File: config.mk
export PLATFORM = sky130hd
export DESIGN_NAME = prim_fifo_ptr_ctrl
export DESIGN_NICKNAME = d
export VERILOG_FILES = /design/src/rtl/prim_fifo_ptr_ctrl_pkg.sv /design/src/rtl/prim_fifo_ptr_cnt.sv /design/src/rtl/prim_fifo_ptr_ctrl.sv
export SDC_FILE = /design/constraint.sdc
export NUM_CORES = 1
export LEC_CHECK = 0
export CAP_MARGIN = 30
export CORE_MARGIN = 3
export CORE_UTILIZATION = 36
export DETAILED_ROUTE_END_ITERATION = 10
export PLACE_DENSITY = 0.7
export SLEW_MARGIN = 10
export SYNTH_ARGS = -nofsm -noshare
export SYNTH_HDL_FRONTEND = slang
export SYNTH_HIERARCHICAL = 1
export SYNTH_SLANG_ARGS = --single-unit
File: constraint.sdc
create_clock -name clk_i -period 1.85 [get_ports clk_i]
set_input_delay 0.185 -clock clk_i [delete_from_list [all_inputs] [get_ports clk_i]]
set_output_delay 0.185 -clock clk_i [all_outputs]
set_load 0.02 [all_outputs]
File: src/rtl/prim_fifo_ptr_ctrl_pkg.sv
// Shared helpers for the FIFO pointer/occupancy controller.
`default_nettype none

package prim_fifo_ptr_ctrl_pkg;

   // Index width never collapses to zero, so a single-entry FIFO still has a 1-bit idx field.
   function automatic int unsigned idx_width(input int unsigned depth);
      return (depth <= 1) ? 1 : $clog2(depth);
   endfunction

endpackage

`default_nettype wire

File: src/rtl/prim_fifo_ptr_cnt.sv
// Single wrap-bit FIFO pointer with Depth-aware wrap and optional inverted shadow check.
`default_nettype none

module prim_fifo_ptr_cnt
   import prim_fifo_ptr_ctrl_pkg::*;
#(
   parameter int unsigned Depth  = 4,
   parameter bit          Secure = 1'b0,
   localparam int unsigned IdxW  = idx_width(Depth),
   localparam int unsigned PtrW  = IdxW + 1
) (
   input  logic            clk_i,
   input  logic            rst_ni,
   input  logic            clr_i,
   input  logic            incr_i,
   output logic [PtrW-1:0] ptr_o,
   output logic            err_o
);

   localparam logic [IdxW-1:0] LastIdx  = IdxW'(Depth - 1);
   localparam logic [IdxW:0]   DepthExt = (IdxW + 1)'(Depth);

   logic [PtrW-1:0] ptr_q;
   logic [PtrW-1:0] ptr_d;
   logic [PtrW-1:0] step;
   logic [IdxW-1:0] idx;
   logic            wrap;

   assign idx  = ptr_q[IdxW-1:0];
   assign wrap = ptr_q[PtrW-1];

   always_comb begin
      step = ptr_q;
      if (idx == LastIdx) begin
         step = {~wrap, {IdxW{1'b0}}};
      end else begin
         step = {wrap, idx + 1'b1};
      end
   end

   always_comb begin
      ptr_d = ptr_q;
      if (clr_i) begin
         ptr_d = '0;
      end else if (incr_i) begin
         ptr_d = step;
      end
   end

   always_ff @(posedge clk_i or negedge rst_ni) begin
      if (!rst_ni) begin
         ptr_q <= '0;
      end else begin
         ptr_q <= ptr_d;
      end
   end

   assign ptr_o = ptr_q;

   generate
      if (Secure) begin : g_shadow
         logic [PtrW-1:0] shadow_q;

         // Shadow tracks ~ptr in lockstep; any divergence or out-of-range index is a fault.
         always_ff @(posedge clk_i or negedge rst_ni) begin
            if (!rst_ni) begin
               shadow_q <= '1;
            end else begin
               shadow_q <= ~ptr_d;
            end
         end

         assign err_o = (shadow_q != ~ptr_q) | ({1'b0, idx} >= DepthExt);
      end else begin : g_no_shadow
         assign err_o = 1'b0;
      end
   endgenerate

endmodule

`default_nettype wire

File: src/rtl/prim_fifo_ptr_ctrl.sv
// FIFO pointer and occupancy controller for arbitrary depth: acks, flags, depth and sticky error.
`default_nettype none

module prim_fifo_ptr_ctrl
   import prim_fifo_ptr_ctrl_pkg::*;
#(
   parameter int unsigned Depth            = 4,
   parameter int unsigned AlmostFullThresh = Depth - 1,
   parameter bit          Secure           = 1'b0,
   localparam int unsigned IdxW            = idx_width(Depth),
   localparam int unsigned PtrW            = IdxW + 1,
   localparam int unsigned DepthW          = $clog2(Depth + 1)
) (
   input  logic              clk_i,
   input  logic              rst_ni,
   input  logic              clr_i,
   input  logic              push_i,
   input  logic              pop_i,
   output logic              push_ack_o,
   output logic              pop_ack_o,
   output logic [PtrW-1:0]   wptr_o,
   output logic [PtrW-1:0]   rptr_o,
   output logic              full_o,
   output logic              empty_o,
   output logic              almost_full_o,
   output logic [DepthW-1:0] depth_o,
   output logic              err_o
);

   localparam logic [DepthW-1:0] DepthVal  = DepthW'(Depth);
   localparam logic [DepthW-1:0] ThreshVal = DepthW'(AlmostFullThresh);

   logic [PtrW-1:0]   wptr;
   logic [PtrW-1:0]   rptr;
   logic [IdxW-1:0]   widx;
   logic [IdxW-1:0]   ridx;
   logic              wrap_eq;
   logic              full;
   logic              empty;
   logic [DepthW-1:0] depth;
   logic              werr;
   logic              rerr;
   logic              err_q;

   prim_fifo_ptr_cnt #(
      .Depth  (Depth),
      .Secure (Secure)
   ) u_wptr (
      .clk_i  (clk_i),
      .rst_ni (rst_ni),
      .clr_i  (clr_i),
      .incr_i (push_ack_o),
      .ptr_o  (wptr),
      .err_o  (werr)
   );

   prim_fifo_ptr_cnt #(
      .Depth  (Depth),
      .Secure (Secure)
   ) u_rptr (
      .clk_i  (clk_i),
      .rst_ni (rst_ni),
      .clr_i  (clr_i),
      .incr_i (pop_ack_o),
      .ptr_o  (rptr),
      .err_o  (rerr)
   );

   assign widx    = wptr[IdxW-1:0];
   assign ridx    = rptr[IdxW-1:0];
   assign wrap_eq = (wptr[PtrW-1] == rptr[PtrW-1]);
   assign empty   = (wptr == rptr);
   assign full    = (widx == ridx) & ~wrap_eq;

   // Differing wrap bits mean the writer is one lap ahead, so add a full Depth back in.
   always_comb begin
      depth = '0;
      if (wrap_eq) begin
         depth = DepthW'(widx) - DepthW'(ridx);
      end else begin
         depth = DepthVal - DepthW'(ridx) + DepthW'(widx);
      end
   end

   assign push_ack_o = push_i & ~full & ~clr_i;
   assign pop_ack_o  = pop_i & ~empty & ~clr_i;

   always_ff @(posedge clk_i or negedge rst_ni) begin
      if (!rst_ni) begin
         err_q <= 1'b0;
      end else begin
         err_q <= err_q | (push_i & full) | (pop_i & empty) | werr | rerr;
      end
   end

   assign wptr_o        = wptr;
   assign rptr_o        = rptr;
   assign full_o        = full;
   assign empty_o       = empty;
   assign almost_full_o = (depth >= ThreshVal);
   assign depth_o       = depth;
   assign err_o         = err_q;

endmodule

`default_nettype wire

==> results.json <==
{
  "status": "finished with violations",
  "violations": "setup timing",
  "period_needed_ns": 1.87,
  "path_cells": "inv_2 > ha_4 > inv_2 > fa_2 > xor2_2 > a21o_1 > buf_6",
  "post-cts-setup-buffer-count": 0,
  "finalHoldViolations": 0,
  "hpwl_um": 961,
  "p_int_mw": 0.298,
  "vias_per_cell": 4.70,
  "dieHeight_um": 43.1,
  "drt_iter0_markers": 2,
  "ys_ff_latch": 7,
  "drtPass1Iterations": 3,
  "num_vias": 432,
  "gp_congestion": 0.676,
  "final_common_cell": "clkdlybuf4s50_1",
  "fill_cells": 95,
  "final_cell_mix": "clkdlybuf4s50_1, buf_4, dfrtp_2",
  "io_pins": 20,
  "crit_buf_inv": 3,
  "holdCritPathClass": "in2async",
  "overflow": 0,
  "wl_met1_um": 536,
  "wl_met3_um": 54,
  "slew_viol_final": 0,
  "switching_power_mw": 0.127,
  "cpMostUsedCell": "inv_2",
  "critPathArrivalTime_ns": 1.68,
  "start_kind": "register",
  "cts_root_buffer": "clkbuf_4",
  "grt_pass1_vias": 462,
  "path_max_fanout": 2,
  "synth_ff_type": "dfrtp_1",
  "slowest_stage": "dfrtp_2",
  "sw_frac_of_total": 0.299,
  "fin_crit_sh": 1.01,
  "syn2layout_area_growth_pct": 72.9,
  "hold_buffers": 0,
  "drv_cap": 0,
  "synth_area_per_cell_um2": 10.5,
  "async_flop_share": 1.00,
  "drtAntennaViolNets": 0,
  "cts_tree": "yes",
  "num_antenna_cells": 0,
  "synth_cell_types": 23,
  "placed_cells": 88,
  "cts_buffers": 3,
  "power_mw": 0.425,
  "syn-cell-area_um2": 494,
  "start_util": 0.411,
  "htreeDepth": 1,
  "layout-drive-gt1-share": 0.513,
  "clk_latency_ns": 0.25,
  "drt-total-wl_mm": 1.17,
  "antenna_found_initial": 0,
  "wl_per_cell_um": 12.7,
  "core_mm2": 0.00120,
  "syn_inst": 47,
  "combPwrFrac": 0.295,
  "leakagePower_nw": 0.387,
  "cts_sinks": 7,
  "power.density_mw_per_mm2": 497,
  "reg2reg_depth": 6,
  "highest_layer": "met4",
  "drc": 0,
  "grt_pass1_wl_mm": 2.06,
  "synth_edf_count": 0,
  "max_freq_mhz": 536,
  "finalNetCount": 89,
  "syn-num-nets": 57,
  "clock_power_share": 0.327,
  "cp_slowest_stage_delay_ns": 0.40,
  "ff2ff_setup_slack_ns": 0.08,
  "path_class": "reg2out",
  "rr_startpoint": "u_rptr/ptr_o[0]",
  "port_buffers": 19,
  "clk_pin_slew_worst_paths_ns": 0.06,
  "yosysWarnings": 6,
  "r2r-end": "u_rptr/ptr_o[0]",
  "design.die.area_mm2": 0.00185,
  "setup_slack_ns": -0.0151,
  "stdcell_count": 92,
  "worstSetupEndpointType": "output port",
  "p_seq_frac": 0.379,
  "whs_ns": 0.185,
  "setup_viol": 1,
  "track_usage": 0.152,
  "wl_met2_um": 575,
  "required_ns": 1.66,
  "grt_start_max_net_pins": 8,
  "rows": 12,
  "cts_buffer_depth": 2,
  "die_w_um": 43.1,
  "irDropWorstVdd_mv": 0.363,
  "cp_top_family": "adder cells",
  "finClkSkew_ns": 0.0107,
  "ys_seq_area_frac": 0.354,
  "rsz0062_at_grt": "true"
}
## registers in the layout, summed over array words and instances (netlist names)
name	count
u_rptr/ptr_o	3
u_wptr/ptr_o	3
err_o	1
## layout make-up
type | count | area (um2) | area share
Multi-Input combinational cell | 34 | 352 | 0.411
Timing Repair Buffer | 29 | 263 | 0.307
Sequential cell | 7 | 180 | 0.211
Clock buffer | 3 | 22.5 | 0.0264
Tap cell | 14 | 17.5 | 0.0205
Inverter | 4 | 15.0 | 0.0176
Clock inverter | 1 | 5.00 | 0.00586
## per-layer routing
| layer | vias to the layer above | global-route usage |
|---|---|---|
| met2 | 12 | 0.246 |
| met4 | 0 | 0.0723 |
| met1 | 199 | 0.185 |
| met5 | - | 0 |
| li1 | 219 | - |
| met3 | 2 | 0.0424 |
## stage by stage
step	setup TNS, ns	area (um2)	setup WS (ns)	utilization
after floorplan	-0.137	552	-0.0588	-
after global placement	-0.339	832	-0.176	0.693
after detailed placement	-0.492	832	-0.237	0.693
after CTS	-0.0436	846	-0.0436	0.704
after global routing	-0.0930	855	-0.0930	0.711
final	-0.0151	855	-0.0151	0.711
## cells by family after synthesis
family	share of synthesized area
XOR/XNOR	0.0506
other	0.0152
buffers and inverters	0.0607
adder cells (fa/ha/maj)	0.142
AO/OA/AOI/OAI	0.122
flip-flops	0.354
AND/OR/NAND/NOR	0.195
multiplexers	0.0608
## timing repair
| item | in CTS | in global routing |
|---|---|---|
| resized for setup | 20 | 5 |
| endpoints found under the setup margin | 7 | 4 |
| pin swaps | 0 | 3 |
## how the worst max path moves through the flow
stage	from	to	slack, ns	cells past startpoint
3_3_place_gp	u_wptr/ptr_o[0]	almost_full_o	-0.18	7
3_5_place_dp	u_wptr/ptr_o[0]	almost_full_o	-0.24	7
6_report	u_wptr/ptr_o[0]	almost_full_o	-0.02	7
2_1_floorplan	u_wptr/ptr_o[0]	u_rptr/ptr_o[0]	-0.06	6
5_1_grt	u_wptr/ptr_o[0]	almost_full_o	-0.09	7
4_1_cts	u_wptr/ptr_o[0]	almost_full_o	-0.04	7
## power groups by stage
| stage | sequential [mW] | clock (mW) | combinational [mW] |
|---|---|---|---|
| after floorplan | 0.169 | 0 | 0.0640 |
| after global placement | 0.163 | 0 | 0.127 |
| after detailed placement | 0.163 | 0 | 0.130 |
| after CTS | 0.161 | 0.144 | 0.124 |
| after global routing | 0.161 | 0.153 | 0.136 |
| final | 0.161 | 0.139 | 0.125 |
## cell usage after synthesis (2+ instances only)
cell      instances  area share
nand2b_1          2       0.025
or3b_1            2       0.035
dfrtp_1           7        0.35
nand3b_1          2       0.030
ha_1              4        0.10
a21bo_2           2       0.041
buf_4             2       0.030
mux2i_1           3       0.061
a21oi_1           2       0.020
nor2_1            3       0.023
conb_1            2       0.015
inv_1             4       0.030
a21oi_2           2       0.035
Note: power is estimated with default switching activity, not from simulation.
